### config.mk
export PLATFORM = sky130hd
export DESIGN_NAME = demux_1to16_sync
export DESIGN_NICKNAME = d
export VERILOG_FILES = /design/src/rtl/demux_1to16_sync.sv
export SDC_FILE = /design/constraint.sdc
export NUM_CORES = 1
export LEC_CHECK = 0
export CAP_MARGIN = 20
export CORE_ASPECT_RATIO = 0.6
export CORE_MARGIN = 4
export CORE_UTILIZATION = 43
export CTS_CLUSTER_DIAMETER = 100
export DETAILED_ROUTE_END_ITERATION = 10
export PLACE_DENSITY = 0.76
export SKIP_CTS_REPAIR_TIMING = 1
export SYNTH_ARGS = -nofsm -noshare
export SYNTH_HDL_FRONTEND = slang
export SYNTH_SLANG_ARGS = --single-unit
### constraint.sdc
create_clock -name clk -period 1 [get_ports clk]
set_input_delay 0.1 -clock clk [delete_from_list [all_inputs] [get_ports clk]]
set_output_delay 0.1 -clock clk [all_outputs]
set_load 0.05 [all_outputs]
### src/rtl/demux_1to16_sync.sv
// Registered 1-to-16 demultiplexer.
// Routes din onto the lane chosen by sel and forces the other fifteen lanes to
// zero. Also produces a one-hot lane marker and a one-cycle valid strobe. All
// outputs are registered, so there is no combinational path from input to output.
module demux_1to16_sync #(
    parameter int DATA_W = 1
) (
    input  logic                   clk,
    input  logic                   rst,
    input  logic                   en,
    input  logic [3:0]             sel,
    input  logic [DATA_W-1:0]      din,
    output logic [16*DATA_W-1:0]   dout,
    output logic                   valid,
    output logic [15:0]            lane_onehot
);

    logic [16*DATA_W-1:0] dout_q,  dout_d;
    logic [15:0]          onehot_q, onehot_d;
    logic                 valid_q,  valid_d;

    // Next-state: a capture rebuilds every lane, an idle cycle holds the lanes and drops valid.
    always_comb begin
        // NOTE: every signal gets a default before any branch, so no path leaves
        // one unassigned and no latch is inferred.
        dout_d   = dout_q;
        onehot_d = onehot_q;
        valid_d  = 1'b0;
        if (en) begin
            dout_d   = '0;
            onehot_d = '0;
            valid_d  = 1'b1;
            for (int k = 0; k < 16; k++) begin
                if (sel == 4'(k)) begin
                    dout_d[k*DATA_W +: DATA_W] = din;
                    onehot_d[k]                = 1'b1;
                end
            end
        end
    end

    // State register: synchronous reset takes priority over any capture.
    always_ff @(posedge clk) begin
        // NOTE: sequential state uses non-blocking assignments, so every
        // register samples its pre-edge value and simulation order has no effect.
        if (rst) begin
            dout_q   <= '0;
            onehot_q <= '0;
            valid_q  <= 1'b0;
        end else begin
            dout_q   <= dout_d;
            onehot_q <= onehot_d;
            valid_q  <= valid_d;
        end
    end

    assign dout        = dout_q;
    assign lane_onehot = onehot_q;
    assign valid       = valid_q;

endmodule

### After elaboration in Yosys (flattened, before gate mapping)

Cells that the tools add are included.

* eq/ne operators: 15
* muxes and demuxes: 33
* reduce and logical (&&, ||, !) cells: 1

Operator list (count)
* two-way mux 1 bit: 33
* equality test 4 bit (second input constant): 8
* equality test 4 x 3 -> 1 bit (second input constant): 4
* equality test 4 x 2 -> 1 bit (second input constant): 2
* equality test 4 x 1 -> 1 bit (second input constant): 1
* logical NOT 4 bit: 1

* flip-flop bits (word level): 33
* input bits: 8
* output and inout port bits: 33
* logic and storage cells: 52

### Logic depth before layout (Yosys ltp)

* depth in word-level cells: 2
* depth in mapped cells: 3
* gate-level depth less buffers: 2

### Worst setup path before layout

No wires, ideal clock.

* kind: register to register
* start point: register, netlist name lane_onehot[10]
* end point: register onehot_q[10] (netlist: lane_onehot[10])
* library setup time: 0.092 ns
* arrival time: 0.915 ns
* required time: 0.908 ns
* path slack: -0.007 ns
* stages on the path, launching flop included: 3
* path buffers: 0
* clock period less this slack: 1.007 ns
* cells stage by stage: dfxtp_1 > inv_1 > o32ai_1

RTL lines
* to (signal assigned): line 52 `onehot_q <= onehot_d;`
* to (decl): line 19 `logic [15:0] onehot_q, onehot_d;`

### Final worst setup path

* start point: register dout_q[13] (netlist: dout[13])
* end point: output dout[13]

RTL lines
* from (decl): line 18 `logic [16*DATA_W-1:0] dout_q, dout_d;`
* from (signal assigned): line 51 `dout_q <= dout_d;`
* to (decl): line 13 `output logic [16*DATA_W-1:0] dout,`

No word-level cell between the ends.

==> metrics.md <==
| Metric | Value |
|---|---|
| Slew Limit Fails | `0` |
| Period utilization | `between 90% and 100%` |
| ANT nets after route | `0` |
| Clk slew on worst S/H paths | `about 0.06 ns` |
| HP Class | `in2reg` |
| Via count | `approximately 1,100` |
| Die width | `75.8 um` |
| Buffers added on ports | `40` |
| Leakage | `~0.87 nW` |
| Worst Setup End Kind | `primary output` |
| Tmin final | `~0.96 ns` |
| Yosys reg bits | `33` |
| Row cnt | `14` |
| Area growth syn-to-layout | `87.0%` |
| DR vias/cell | `between 5 and 6` |
| Post-Syn Area | `about 0.0012 mm2` |
| MaxCap Viol Count | `0` |
| Clk sinks | `33` |
| Worst Tran Pin Value | `0.377 ns` |
| Die H | `48.7 um` |
| # diodes | `0` |
| Global placement routability congestion | `approximately 0.83` |
| Final worst slack | `~0.040 ns` |
| Status | `finished, final reports clean` |
| Synth cell types | `20` |
| Avg Cell Area, Syn | `about 11 um2` |
| Final hold viol count | `0` |
| CP max stage cell | `dfxtp_1` |
| Setup violators final | `0` |
| GRT Residual Overflow | `0` |
| Total CTS buffers | `5` |
| Achievable clock frequency | `approximately 1.0 GHz` |
| GR Util met3 | `under 10%` |
| Final wirelength | `~3600 um` |
| Post-DP HPWL | `between 2000 and 3000 um` |
| CTS tree | `built` |
| Post-synthesis sequential area ratio | `around 56%` |
| Worst Path Arrival | `0.86 ns` |
| Total power | `0.00269 W` |
| CP Launch Type | `register` |
| GRT Total Usage | `21.5%` |
| Max clock buf depth | `2` |
| Initial antenna violation count | `0` |
| Wire length of the first global-routing pass | `about 5800 um` |
| Syn Inst Count | `~100` |
| Crit path buffers/inverters | `1` |
| GRT busiest layer | `met2` |
| Ys Warns | `0` |
| Met2 usage | `31.4%` |
| Final Skew | `0 ns` |
| Power Dens Cells | `1210 mW/mm2` |
| Headroom to the max-slew limit | `between 70 and 80%` |
| Max FO, Critical Path | `2` |
| R2R setup slack | `0.21 ns` |
| Nets@finish | `about 170` |
| CP top delay family | `flip-flops` |
| Largest net degree at the start of global routing | `16` |
| DRT iter0 DRCs | `slightly above 80` |
| Syn nets | `~110` |
| Clock Latency Late Sink | `~0.28 ns` |
| GR Util met1 | `around 30%` |
| Initial Util | `roughly 46%` |
| Fillers | `115` |
| CP required | `roughly 0.90 ns` |
| DR DRC count | `0` |
| 1st-pass router iterations | `4` |
| I/O pin total | `roughly 40` |
| Clock Tree Root | `clkbuf_8` |
| Slowest stage delay, CP | `~0.41 ns` |
| Sequential Area | `681 um2` |
| Area of the multi-input gates | `482 um2` |
| Crit-path cells | `buf_12` |
| Die ar. | `0.00369 mm2` |
| Vias in the first global route | `approximately 1,100` |
| Crit Path Class | `reg2out` |
| Core footprint | `between 0.002 and 0.003 mm2` |
| VDD IR-drop max | `822 uV` |
| H-tree depth | `2` |
| Place WS | `-0.455 ns` |
| Layout cells sized above 1 | `about half` |
| Per-cell routed wire length | `~19 um` |
-- cell type report --
class	instances	share of cell area, %
timing repair buffer	54	39.1
sequential	33	30.7
multi-input combinational	50	21.7
clock buffer	7	3.90
inverter	16	2.71
tap	32	1.81
-- through the flow --
stage                 TNS, ns  instances  hold WS, ns  utilization [%]  area (um2)
floorplan                   0        104        0.311                -        1200
global placement       -10.59        185        0.483             80.2        2070
detailed placement     -12.21        185        0.491             80.2        2070
CTS                     -2.73        192        0.501             83.6        2150
global route        -0.000278        192        0.302             86.1        2220
finish                      0        192        0.282             86.1        2220
-- registers in the layout (all words and copies together), names as in the netlist --
name,count
lane_onehot,16
valid,1
dout,16
-- per-layer routing --
| metal | vias to the layer above | part of all wire (%) |
|---|---|---|
| met2 | 46 | 45 |
| met4 | 0 | 1.7 |
| li1 | 508 | - |
| met5 | - | 0 |
| met1 | 546 | 46 |
| met3 | 5 | 7.4 |
-- kinds of logic (layout without fill, tap and decap cells) --
logic type	Yosys count	after routing	synth area share (%)
flops	33	33	55.8
compound gates	32	32	23.8
buf+inv	21	77	7.39
simple gates	18	18	13.1
-- cells in the mapped netlist (all sizes together) --
| cell | instances | share of area, % |
|---|---|---|
| nand3 | 1 | 0.42 |
| and3 | 1 | 0.53 |
| o32ai | 16 | 12 |
| or3b | 3 | 2.2 |
| nand3b | 3 | 1.9 |
| nor3b | 1 | 0.63 |
| o2bb2ai | 3 | 2.2 |
| buf | 5 | 2.3 |
| inv | 16 | 5.1 |
| and4bb | 2 | 2.1 |
| nand4b | 1 | 0.74 |
| nor2 | 1 | 0.32 |
| and3b | 2 | 1.5 |
| dfxtp | 33 | 56 |
| or3 | 1 | 0.95 |
| a2bb2o | 1 | 0.84 |
| nor4b | 1 | 1.3 |
| a22o | 12 | 8.9 |
| nor2b | 1 | 0.53 |
-- layout by cell type (no fill, tap or decap), types with 2 or more instances in the layout --
cell type and n:
or3b_4 3, nand3b_1 3, o32ai_1 13, o2bb2ai_1 2, and4bb_2 2, clkbuf_8 6
dfxtp_1 17, and3b_1 2, o32ai_2 3, buf_4 12, dlymetal6s2s_1 6, inv_1 16
dfxtp_2 16, buf_12 34, a22o_1 12
-- path summary, 6_finish.rpt --
| kind | from | to | cells past startpoint |
|---|---|---|---|
| worst min register to register | lane_onehot[7] | lane_onehot[7] | 2 |
| worst max register to register | lane_onehot[2] | lane_onehot[2] | 2 |
| worst max-delay path | dout[13] | dout[13] | 1 |
| worst min-delay path | sel[1] | lane_onehot[8] | 3 |
-- power by group --
| group | leakage, nW | internal, W | switching, W |
|---|---|---|---|
| Clock | 0.0443 | 0.000545 | 0.000446 |
| Combinational | 0.553 | 0.000164 | 0.000184 |
| Sequential | 0.275 | 0.00133 | 0.0000183 |
(Power assumes the default switching activity.)
